===== config.mk =====
export PLATFORM = sky130hd
export DESIGN_NAME = imem_loader
export DESIGN_NICKNAME = d
export VERILOG_FILES = /design/src/rtl/jacaranda_pkg.sv /design/src/rtl/imem_loader_timeout.sv /design/src/rtl/imem_loader.sv
export SDC_FILE = /design/constraint.sdc
export NUM_CORES = 1
export LEC_CHECK = 0
export ABC_CLOCK_PERIOD_IN_PS = 2000
export BUFFER_PORTS_ARGS = -buffer_cell sky130_fd_sc_hd__buf_2
export CORE_MARGIN = 4
export CORE_UTILIZATION = 52
export DETAILED_ROUTE_END_ITERATION = 16
export HOLD_SLACK_MARGIN = 0.03
export PLACE_DENSITY = 0.76
export REMOVE_ABC_BUFFERS = 1
export SETUP_SLACK_MARGIN = 0.3
export SLEW_MARGIN = 0
export SYNTH_ARGS = -nofsm -noshare
export SYNTH_HDL_FRONTEND = slang
export SYNTH_SLANG_ARGS = --single-unit
export TNS_END_PERCENT = 20

===== constraint.sdc =====
create_clock -name clock -period 2 [get_ports clock]
set_clock_uncertainty 0.2 [all_clocks]
set_input_delay 0.4 -clock clock [delete_from_list [all_inputs] [get_ports clock]]
set_output_delay 0.4 -clock clock [all_outputs]
set_load 0.1 [all_outputs]

===== src/rtl/jacaranda_pkg.sv =====
// Shared definitions for the instruction-memory loader: FSM encoding and frame constants.
package jacaranda_pkg;

  typedef enum logic [2:0] {
    IDLE = 3'd0,
    LEN  = 3'd1,
    DATA = 3'd2,
    CSUM = 3'd3,
    DONE = 3'd4,
    ERR  = 3'd5
  } state_t;

  // A LEN byte of zero encodes a full 256-byte image.
  localparam bit LEN_ZERO_MEANS_256 = 1'b1;

  localparam int unsigned TMO_WIDTH = 16;

endpackage


===== src/rtl/imem_loader_timeout.sv =====
// Idle-cycle counter for the loader; flags when the gap between frame bytes reaches the limit.
module imem_loader_timeout
  import jacaranda_pkg::*;
#(
  parameter int unsigned TIMEOUT_CYCLES = 65535
) (
  input  logic clock,
  input  logic reset_n,
  input  logic i_clear,
  input  logic i_count,
  output logic o_expired
);

  localparam logic [TMO_WIDTH-1:0] LIMIT = TMO_WIDTH'(TIMEOUT_CYCLES);

  logic [TMO_WIDTH-1:0] r_count;

  // Saturates at the limit so the flag stays up until the next clear.
  always_ff @(posedge clock or negedge reset_n) begin
    if (!reset_n) begin
      r_count <= '0;
    end else if (i_clear) begin
      r_count <= '0;
    end else if (i_count && !o_expired) begin
      r_count <= r_count + 1'b1;
    end
  end

  assign o_expired = (r_count == LIMIT);

endmodule


===== src/rtl/imem_loader.sv =====
// Receives a framed program image (LEN, payload, CSUM) and writes it into instruction memory,
// holding the CPU in reset until a frame with a good checksum has been loaded.
module imem_loader
  import jacaranda_pkg::*;
#(
  parameter int unsigned TIMEOUT_CYCLES = 65535
) (
  input  logic       clock,
  input  logic       reset_n,
  input  logic       load_req,
  input  logic [7:0] rx_data,
  input  logic       rx_valid,
  output logic       rx_ready,
  input  logic [7:0] cpu_pc,
  output logic [7:0] mem_addr,
  output logic [7:0] mem_w_data,
  output logic       mem_w_en,
  output logic       cpu_reset,
  output logic       busy,
  output logic       done,
  output logic       error
);

  state_t     r_state;
  state_t     w_next;
  logic [7:0] r_wr_ptr;
  logic [7:0] r_sum;
  logic [8:0] r_remain;
  logic [7:0] r_mem_w_data;
  logic       r_mem_w_en;

  logic       w_active;
  logic       w_xfer;
  logic       w_start;
  logic       w_tmo_hit;
  logic [7:0] w_csum_total;

  assign w_active     = (r_state == LEN) || (r_state == DATA) || (r_state == CSUM);
  assign w_xfer       = rx_valid && w_active;
  assign w_start      = load_req && ((r_state == IDLE) || (r_state == DONE) || (r_state == ERR));
  assign w_csum_total = r_sum + rx_data;

  imem_loader_timeout #(
    .TIMEOUT_CYCLES(TIMEOUT_CYCLES)
  ) u_timeout (
    .clock    (clock),
    .reset_n  (reset_n),
    .i_clear  (w_start || w_xfer),
    .i_count  (w_active && !w_xfer),
    .o_expired(w_tmo_hit)
  );

  always_ff @(posedge clock or negedge reset_n) begin
    if (!reset_n) begin
      r_state <= IDLE;
    end else begin
      r_state <= w_next;
    end
  end

  // A byte arriving in the same cycle as the timeout still counts as activity.
  always_comb begin
    w_next = r_state;
    case (r_state)
      IDLE, DONE, ERR: if (load_req) w_next = LEN;
      LEN: begin
        if (w_xfer)         w_next = DATA;
        else if (w_tmo_hit) w_next = ERR;
      end
      DATA: begin
        if (w_xfer) begin
          if (r_remain == 9'd1) w_next = CSUM;
        end else if (w_tmo_hit) begin
          w_next = ERR;
        end
      end
      CSUM: begin
        if (w_xfer)         w_next = (w_csum_total == 8'h00) ? DONE : ERR;
        else if (w_tmo_hit) w_next = ERR;
      end
      default: w_next = IDLE;
    endcase
  end

  always_comb begin
    rx_ready  = w_active;
    busy      = w_active;
    done      = (r_state == DONE);
    error     = (r_state == ERR);
    cpu_reset = (r_state != DONE);
  end

  // Pointer advances after each write, so the write cycle always presents the current slot.
  always_ff @(posedge clock or negedge reset_n) begin
    if (!reset_n) begin
      r_wr_ptr     <= '0;
      r_sum        <= '0;
      r_remain     <= '0;
      r_mem_w_data <= '0;
      r_mem_w_en   <= 1'b0;
    end else begin
      r_mem_w_en <= 1'b0;
      if (r_mem_w_en) r_wr_ptr <= r_wr_ptr + 1'b1;
      if (w_start)    r_sum    <= '0;
      if (w_xfer) begin
        case (r_state)
          LEN: begin
            r_remain <= ((rx_data == 8'h00) && LEN_ZERO_MEANS_256) ? 9'd256 : {1'b0, rx_data};
            r_wr_ptr <= '0;
            r_sum    <= rx_data;
          end
          DATA: begin
            r_sum        <= w_csum_total;
            r_remain     <= r_remain - 9'd1;
            r_mem_w_data <= rx_data;
            r_mem_w_en   <= 1'b1;
          end
          default: ;
        endcase
      end
    end
  end

  assign mem_w_en   = r_mem_w_en;
  assign mem_w_data = r_mem_w_data;
  assign mem_addr   = (w_active || r_mem_w_en) ? r_wr_ptr : cpu_pc;

endmodule


# Word level (Yosys, flattened, before mapping)

Cells that the tools add are included.

Register bits: 53
Latch bits: 0
Memory bits (writable): 0
ROM bits: 0
Bits of input ports: 20
Output and inout bits: 22
Logic and storage cells: 63
Memories: 0

Add/sub/neg operators: 4
$mul: 0
Divide/modulo/power cells: 0
Magnitude comparators: 0
Equal/unequal tests: 10
Shift operators: 0
Multiplexer cells: 21
Bitwise logic cells: 0
Reduce and logical (&&, ||, !) cells: 21

Operators by type and width:

| cell                                                   | count |
|---|---|
| 2-to-1 mux 8 bit                                       | 6 |
| 2-to-1 mux 16 bit                                      | 2 |
| 2-to-1 mux 3 bit                                       | 6 |
| case mux 9 bit (2 select lines)                        | 1 |
| adder 16 x 1 -> 16 bit (second input constant)         | 1 |
| equality test 16 bit (second input constant)           | 1 |
| logical NOT 8 bit                                      | 2 |
| case mux 8 bit (2 select lines)                        | 1 |
| case mux 3 bit (4 select lines)                        | 1 |
| equality test 9 x 1 -> 1 bit (second input constant)   | 1 |
| 2-to-1 mux 9 bit                                       | 1 |
| subtractor 9 x 1 -> 9 bit (second input constant)      | 1 |
| adder 8 x 1 -> 8 bit (second input constant)           | 1 |
| adder 8 bit                                            | 1 |
| equality test 3 x 2 -> 1 bit (second input constant)   | 2 |
| equality test 3 bit (second input constant)            | 2 |
| logical OR 1 bit                                       | 6 |
| AND reduction 2 bit                                    | 3 |
| logical AND 1 bit                                      | 4 |
| nonzero test 2 bit                                     | 2 |
| equality test 3 x 1 -> 1 bit (second input constant)   | 1 |
| logical NOT 3 bit                                      | 1 |
| 2-to-1 mux 1 bit                                       | 3 |
| inequality test 3 x 2 -> 1 bit (second input constant) | 1 |
| other kinds (4)                                        | 5 |

# Depth between registers and ports, before layout

Gate-level depths: netlist (run 1).

Depth after elaboration: 9
Mapped depth: 7
Gate-level depth less buffers: 7

# By module

From an unflattened synthesis (run 1), not the netlist that was laid out.

Cells, all modules: 370
Area total of the unflattened synthesis: 3432.0 sq um

By module, submodules not included:

| module              | times used | cells each | area an instance (sq um) | seq. area each (sq um) |
|---|---|---|---|---|
| imem_loader         | 1          | 268        | 2472.4                   | 925.9 |
| imem_loader_timeout | 1          | 102        | 959.7                    | 400.4 |

# Worst setup path before layout (run 1)

No wires, ideal clock.

Kind: register -> output
From: register r_state[1]
To: output mem_addr[0]
Arrival time: 2821 ps
Required time: 1400 ps
Slack: -1421 ps
Cell stages (with the launch flop): 5
Path buffers: 0
Path through: dfrtp_1 > nor2_1 > nor2_1 > nor2_2 > mux2_2

Longest elaborated chain between the ends: 5
Elaborated cells between the ends (all ways): 7
Those cells by class: eq/ne: 3; mux: 1; reduce/logical: 3

Ends and longest elaborated chain:

| element                                                                      | line               | text |
|---|---|---|
| start, declared                                                              | imem_loader.sv:24  | `state_t r_state;` |
| start signal, assigned                                                       | imem_loader.sv:57  | `r_state <= w_next;` |
| equality test 3 x 1 -> 1 bit or equality test 3 x 2 -> 1 bit (tied branches) | imem_loader.sv:38  | `assign w_active = (r_state == LEN) \|\| (r_state == DATA) \|\| (r_state == CSUM);` |
| logical OR 1 bit                                                             | imem_loader.sv:38  |  |
| logical OR 1 bit *                                                           | imem_loader.sv:38  |  |
| via busy                                                                     | imem_loader.sv:19  | `output logic busy,` |
| logical OR 1 bit *                                                           | imem_loader.sv:126 | `assign mem_addr = (w_active \|\| r_mem_w_en) ? r_wr_ptr : cpu_pc;` |
| 2-to-1 mux 8 bit *                                                           | imem_loader.sv:126 |  |
| end, declared                                                                | imem_loader.sv:15  | `output logic [7:0] mem_addr,` |

The timed path passes the listed nets; every way through them passes the cells marked *.

# Worst setup path in the final report (run 1)

From: register r_state[1]
To: output mem_addr[4]

Longest elaborated chain between the ends: 5
Elaborated cells between the ends (all ways): 7
Those cells by class: eq/ne: 3; mux: 1; reduce/logical: 3

Ends and longest elaborated chain:

| element                                                                      | line |
|---|---|
| equality test 3 x 1 -> 1 bit or equality test 3 x 2 -> 1 bit (tied branches) | imem_loader.sv:38 |
| logical OR 1 bit                                                             | imem_loader.sv:38 |
| logical OR 1 bit *                                                           | imem_loader.sv:38 |
| logical OR 1 bit *                                                           | imem_loader.sv:126 |
| 2-to-1 mux 8 bit *                                                           | imem_loader.sv:126 |

Every way passes the cells marked *; elsewhere a longest branch is shown, timed or not.

==> results.sh, run 1 <==
export IMPL_status="finished with violations"
export IMPL_antenna_found_initial=0
export IMPL_viasPerCell=6.12
export IMPL_io_buffers=41
export IMPL_reg2reg_depth=5
export IMPL_drive_gt1_share_pct=41.7
export IMPL_clk_latency_ns=0.31
export IMPL_wl_per_cell_um=18.8
export IMPL_drt_total_wl_um=9820
export IMPL_drv_cap=0
export IMPL_hp_class="in -> reg"
export IMPL_final_seq_area_um2=1330
export IMPL_instances_no_fill=523
export IMPL_rsz0062_at_grt="yes"
export IMPL_dieWidth_um=86.0
export IMPL_irDropWorstVdd_mv=1.59
export IMPL_yosysUniqueCellTypes=54
export IMPL_grtUsageTotal_pct=24.8
export IMPL_arrival_ns=1.72
export IMPL_yosysSeqAreaShare_pct=41.9
export IMPL_drc=0
export IMPL_pre_cts_ws_ns=-0.348
export IMPL_fill_cells=329
export IMPL_synth_cells=349
export IMPL_gp_congestion=0.870
export IMPL_fin_crit_sh_pct=116
export IMPL_pwr_share_seq_pct=20.3
export IMPL_nets=479
export IMPL_grt_pass1_vias=3106
export IMPL_clkSlewWorstSetupHoldPaths_ns=0.11
export IMPL_tightest_slew_ns=0.476
export IMPL_cellInternalPower_mw=3.88
export IMPL_clk_path_buf_depth=2
export IMPL_drtAntennaViolNets=0
export IMPL_dieArea_um2=7390
export IMPL_area_growth_synth_to_final_pct=48.6
export IMPL_drv_slew=0
export IMPL_worst_slack_ns=-0.317
export IMPL_synthArstFlopShare_pct=100
export IMPL_num_rows=28
export IMPL_cts_buffers=5
export IMPL_grt_overflow=0
export IMPL_cp_required_ns=1.40
export IMPL_crit_path_end_kind="output pin"
export IMPL_start_util_pct=53.4
export IMPL_synth_edf_count=0
export IMPL_synth_warnings=0
export IMPL_p_sw_mw=4.09
export IMPL_h_tree_depth=2
export IMPL_cp_max_fo=8
export IMPL_cts_tree="built"
export IMPL_clock_sinks=53
export IMPL_max_freq_ghz=0.432
export IMPL_switching_share_pct=51.3
export IMPL_maxSlewHeadroom_pct=68.2
export IMPL_ios=42
export IMPL_antenna_cells=0
export IMPL_drt_initial_drc_count=344
export IMPL_dpl_cell_count=503
export IMPL_holdPathStages=2
export IMPL_pwr_share_clk_pct=8.2
export IMPL_multiInputGateArea_um2=2130
export IMPL_ys_seq_elements=53
export IMPL_crit_type="reg -> out"
export IMPL_grt_start_max_net_pins=54
export IMPL_comb_power_share_pct=71.5
export IMPL_die_h_um=86.0
export IMPL_powerDensity_nw_per_um2=1700
export IMPL_cts_root_buf="clkbuf_8"
export IMPL_failed_checks="negative setup slack"
export IMPL_coreArea_um2=5920
export IMPL_cp_start_kind="flop"
export IMPL_grt_pass1_wl_um=14700
export IMPL_setup_viol_count_final=14
export IMPL_p_leak_nw=2.15
export IMPL_synth_flop_cell="dfrtp_1"
export IMPL_finalHoldViolations=0
export IMPL_fin_crit_ns=2.32
export IMPL_drtPass1Iterations=5
export IMPL_syn_mean_instance_area_um2=9.06
export IMPL_dpl_hpwl_um=5660
export IMPL_fin_tns_setup_ns=-3.08
export IMPL_syn_area_um2=3160
export IMPL_vias=3199
-- metrics by stage --
stage,hold slack [ns],util [%],power (mW),instance area [um^2]
3_3_place_gp,0.217,65.4,5.74,3870
3_5_place_dp,0.220,65.4,5.85,3870
6_report,0.180,79.4,7.98,4700
5_1_grt,0.191,79.4,8.35,4700
4_1_cts,0.159,74.8,7.34,4430
2_1_floorplan,-0.0956,-,4.25,3100
-- worst max-delay path, stage by stage, from the launching register on --
cell,delay [ns]
dfrtp_1,0.40
nor2_2,0.17
nor2_2,0.09
nor2_2,0.09
buf_6,0.16
mux2_4,0.33
buf_12,0.17
-- synth_stat cells, types with 3 or more instances --
master    number  area [um^2]
nor3_1         7         35.0
nand4_1       10         62.6
mux2i_1        4         40.0
nand2b_1       4         25.0
and4_1         5         43.8
clkbuf_1       6         22.5
inv_1         10         37.5
a21oi_1       14         70.1
nor4_1         6         37.5
xor2_1        13          114
buf_2          6         30.0
o21ai_0       18         90.1
nor2_1        47          176
o22a_1         3         26.3
mux2_2         8         90.1
a211oi_1       3         22.5
a22oi_1        8         60.1
nand3_1       13         65.1
nand2_1       45          169
xnor2_1       10         87.6
and3_1         4         25.0
ha_1          11          138
dfrtp_1       53         1330
-- cell families after synthesis --
family,synth area share (%)
AO/OA/AOI/OAI,15.0
multiplexers,4.12
adder cells (fa/ha/maj),4.99
flip-flops,41.9
XOR/XNOR,6.37
AND/OR/NAND/NOR,24.3
buffers and inverters,3.21
-- final cells by class --
class	count	share of cell area, %
clock buffer	6	1.76
clock inverter	2	0.293
inverter	10	0.932
multi-input combinational	272	45.4
sequential	53	28.2
tap	75	2.00
timing repair buffer	105	21.4
-- state kept, by name (all words and copies together) (netlist names) --
name               cells
r_remain               9
r_sum                  8
r_wr_ptr               8
u_timeout.r_count     16
mem_w_en               1
r_state                3
mem_w_data             8
-- power groups by stage --
stage | logic (mW) | clock network (mW) | registers [mW]
after floorplan | 2.05 | 0 | 2.19
after global placement | 4.18 | 0 | 1.57
after detailed placement | 4.27 | 0 | 1.58
after CTS | 5.10 | 0.664 | 1.58
after global routing | 6.00 | 0.694 | 1.65
final | 5.70 | 0.658 | 1.62
-- repair_timing --
action / in CTS / in global routing
resized for setup: 112 / 50
hold buffers: 1 / 0
cloned: 0 / 1
pin swaps: 32 / 35
endpoints found under the setup margin: 64 / 73
hold endpoints to repair: 53 / 0
setup buffers: 7 / 3
-- per-layer routing --
metal | wire (um) | GRT usage [%]
met5 | 0 | 0
met4 | 381 | 6.62
met2 | 4950 | 43.4
met3 | 693 | 3.75
met1 | 3790 | 31.9
-- worst paths after layout --
path                                           start  slack (ns)                           endpoint
setup / recovery              r_state[1]$_DFFE_PN0P_       -0.32                        mem_addr[4]
hold / removal                              load_req        0.18             r_state[2]$_DFFE_PN0P_
setup reg to reg             r_remain[6]$_DFFE_PN0P_       -0.26             r_state[0]$_DFFE_PN0P_
hold reg to reg            mem_w_data[2]$_DFFE_PN0P_        0.28          mem_w_data[2]$_DFFE_PN0P_
max in group asynchronous                    reset_n        0.93                 r_sum[1]$_DFF_PN0_
min in group asynchronous                    reset_n        0.39  u_timeout.r_count[11]$_DFFE_PN0P_
-- placed cells by master (no fill, tap or decap), types with 5 or more instances in the layout --
| cell | count |
|---|---|
| a21oi_1 | 10 |
| a22oi_1 | 6 |
| buf_12 | 14 |
| buf_2 | 20 |
| buf_4 | 43 |
| buf_6 | 18 |
| clkbuf_4 | 6 |
| clkbuf_8 | 6 |
| dfrtp_1 | 52 |
| ha_4 | 5 |
| inv_1 | 6 |
| mux2_4 | 8 |
| nand2_1 | 43 |
| nand3_1 | 9 |
| nand4_1 | 10 |
| nor2_1 | 37 |
| nor2_2 | 7 |
| nor3_1 | 6 |
| o21ai_0 | 8 |
| o21ai_1 | 10 |
| xnor2_1 | 7 |
| xor2_1 | 12 |
Power figures use the tool's default switching activity.
==> run 2: changes to the inputs <==
--- a/config.mk
+++ b/config.mk
@@ -8,10 +8,11 @@
 export ABC_CLOCK_PERIOD_IN_PS = 2000
 export BUFFER_PORTS_ARGS = -buffer_cell sky130_fd_sc_hd__buf_2
 export CORE_MARGIN = 4
-export CORE_UTILIZATION = 52
+export CORE_UTILIZATION = 54
+export CTS_BUF_LIST = sky130_fd_sc_hd__clkbuf_4 sky130_fd_sc_hd__clkbuf_8
 export DETAILED_ROUTE_END_ITERATION = 16
 export HOLD_SLACK_MARGIN = 0.03
-export PLACE_DENSITY = 0.76
+export PLACE_DENSITY = 0.78
 export REMOVE_ABC_BUFFERS = 1
 export SETUP_SLACK_MARGIN = 0.3
 export SLEW_MARGIN = 0
==> run 2 against run 1 <==
The flow still finishes with violations (negative setup slack). Global-route usage up 2.6 points. Sequential power about the same. Routed wire length up 13%. Clock power rose by 23%. Final area up 0.13%. Via count increased by 5.5%. Non-clock buffer count shrank 1. Final cell count decreased by 0.76%. Combinational power about the same. First-iteration DRC count rose by 7.8%. Critical endpoint is now mem_addr[7]. Largest cell class unchanged.
==> results.sh, run 2 (same netlist as run 1, synthesis figures left out) <==
export IMPL_hp_class="in -> reg"
export IMPL_cellInternalPower_mw=3.96
export IMPL_dpl_cell_count=498
export IMPL_switching_share_pct=51.2
export IMPL_crit_slowest_cell="dfrtp_1"
export IMPL_cp_top_family="flip-flops"
export IMPL_crit_chain="nor2_2, nor2_2, nor2_2, buf_6, mux2_4, buf_12"
export IMPL_drtAntennaViolNets=0
export IMPL_max_stage_delay_ns=0.42
export IMPL_grtUsageTotal_pct=27.4
export IMPL_h_tree_depth=2
export IMPL_fin_tns_setup_ns=-3.87
export IMPL_clkSlewWorstSetupHoldPaths_ns=0.10
export IMPL_finalPower_mw=8.10
export IMPL_antenna_found_initial=0
export IMPL_pwr_share_seq_pct=20.1
export IMPL_num_rows=27
export IMPL_clk_latency_ns=0.32
export IMPL_dpl_cell_area_um2=3860
export IMPL_max_freq_ghz=0.420
export IMPL_reg2reg_depth=7
export IMPL_failed_checks="negative setup slack"
export IMPL_grt_overflow=0
export IMPL_pwr_share_clk_pct=10.0
export IMPL_clock_sinks=53
export IMPL_area_growth_synth_to_final_pct=48.8
export IMPL_rr_endpoint="r_state[0]$_DFFE_PN0P_"
export IMPL_largest_reg_flops=16
export IMPL_irDropWorstVdd_mv=1.28
export IMPL_nets=478
export IMPL_drt_total_wl_um=11100
export IMPL_ios=42
export IMPL_drtPass1Iterations=5
export IMPL_grt_start_max_net_pins=22
export IMPL_status="finished with violations"
export IMPL_io_buffers=41
export IMPL_crit_path_end_kind="output pin"
export IMPL_setup_viol_count_final=19
export IMPL_clk_path_buf_depth=2
export IMPL_drive_gt1_share_pct=42.3
export IMPL_tightest_slew_ns=0.523
export IMPL_grt_pass1_vias=3281
export IMPL_dieWidth_um=84.5
export IMPL_p_sw_mw=4.15
export IMPL_maxSlewHeadroom_pct=65.1
export IMPL_reg2reg_from="r_sum[0]$_DFF_PN0_"
export IMPL_cp_num_buf_inv=2
export IMPL_endpoint="mem_addr[7]"
export IMPL_rsz0062_at_grt="yes"
export IMPL_drt_initial_drc_count=371
export IMPL_p_leak_nw=2.12
export IMPL_top_regs="u_timeout.r_count x16, r_remain x9"
export IMPL_gp_congestion=0.936
export IMPL_wl_per_cell_um=21.5
export IMPL_drv_cap=0
export IMPL_dpl_hpwl_um=6100
export IMPL_coreArea_um2=5610
export IMPL_viasPerCell=6.50
export IMPL_cts_tree="built"
export IMPL_finalHoldViolations=0
export IMPL_regToRegSetupSlack_ns=-0.22
export IMPL_antenna_cells=0
export IMPL_final_common_cell="dfrtp_1"
export IMPL_top_register="u_timeout.r_count"
export IMPL_comb_power_share_pct=69.9
export IMPL_start_util_pct=56.4
export IMPL_crit_path_frequent_cell="nor2_2"
export IMPL_design_area_um2=4710
export IMPL_fin_crit_ns=2.38
export IMPL_arrival_ns=1.78
export IMPL_cts_root_buf="clkbuf_8"
export IMPL_fill_cells=282
export IMPL_grt_pass1_wl_um=15900
export IMPL_drv_slew=0
export IMPL_instances_no_fill=519
export IMPL_die_h_um=84.5
export IMPL_powerDensity_nw_per_um2=1720
export IMPL_cp_start_kind="flop"
export IMPL_worst_slack_ns=-0.382
export IMPL_crit_type="reg -> out"
export IMPL_dieArea_um2=7140
export IMPL_vias=3376
export IMPL_cts_buffers=5
export IMPL_cp_max_fo=8
export IMPL_layout_common_cells="51 x dfrtp_1, 50 x buf_4, 43 x nand2_1"
export IMPL_startpoint="r_state[0]$_DFFE_PN0P_"
export IMPL_drc=0
export IMPL_cp_required_ns=1.40
export IMPL_worst_path_stages=6
export IMPL_fin_crit_sh_pct=119
-- run 2: cell count changes in the layout (fill, tap and decap cells not counted), sizes merged --
cell / delta
clkinv: -2
clkbuf: -3
bufinv: +1
buf: +3
-- run 2: worst min-delay path by stage --
| stage | from | end | cells after the start |
|---|---|---|---|
| 5_1_grt | load_req | r_state[2]$_DFFE_PN0P_ | 2 |
| 4_1_cts | load_req | r_state[2]$_DFFE_PN0P_ | 2 |
| 3_3_place_gp | reset_n | u_timeout.r_count[8]$_DFFE_PN0P_ | 1 |
| 2_1_floorplan | reset_n | mem_w_data[0]$_DFFE_PN0P_ | 0 |
| 6_report | load_req | r_state[2]$_DFFE_PN0P_ | 2 |
| 3_5_place_dp | reset_n | u_timeout.r_count[7]$_DFFE_PN0P_ | 1 |
-- run 2: what timing repair did --
item	4_1_cts	5_1_grt
endpoints found under the setup margin	61	68
gates resized for setup	106	57
pin swaps	30	38
hold buffers	1	0
endpoints found under the hold margin	19	0
setup buffers	7	5
-- run 2: final cells by class --
type	count	area, um^2	area share (%)
sequential	53	1330	28.2
clock buffer	7	90.1	1.91
inverter	10	43.8	0.931
tap	72	90.1	1.91
multi-input combinational	272	2130	45.3
clock inverter	1	30.0	0.638
timing repair buffer	104	990	21.0
-- run 2: metal layers --
layer,share of wire [%],GRT usage (%),vias to the layer above
li1,-,-,1454
met1,36,33.5,1637
met2,50,48.3,217
met3,8.7,5.69,68
met4,4.9,8.78,0
met5,0,0,-
-- run 2: stage by stage --
step,hold slack (ns),worst slack [ns],utilization [%]
after detailed placement,0.206,-0.382,68.8
after CTS,0.185,-0.281,78.8
after floorplan,-0.0956,-2.93,-
after global routing,0.233,-0.440,83.9
after global placement,0.192,-0.269,68.8
final,0.217,-0.382,83.9
-- run 2: power by group through the flow --
stage	combinational (mW)	sequential [mW]	clock, mW
after global placement	4.14	1.56	0
after floorplan	2.05	2.19	0
after global routing	5.90	1.66	0.841
after CTS	5.01	1.57	0.789
final	5.67	1.63	0.807
after detailed placement	4.24	1.57	0
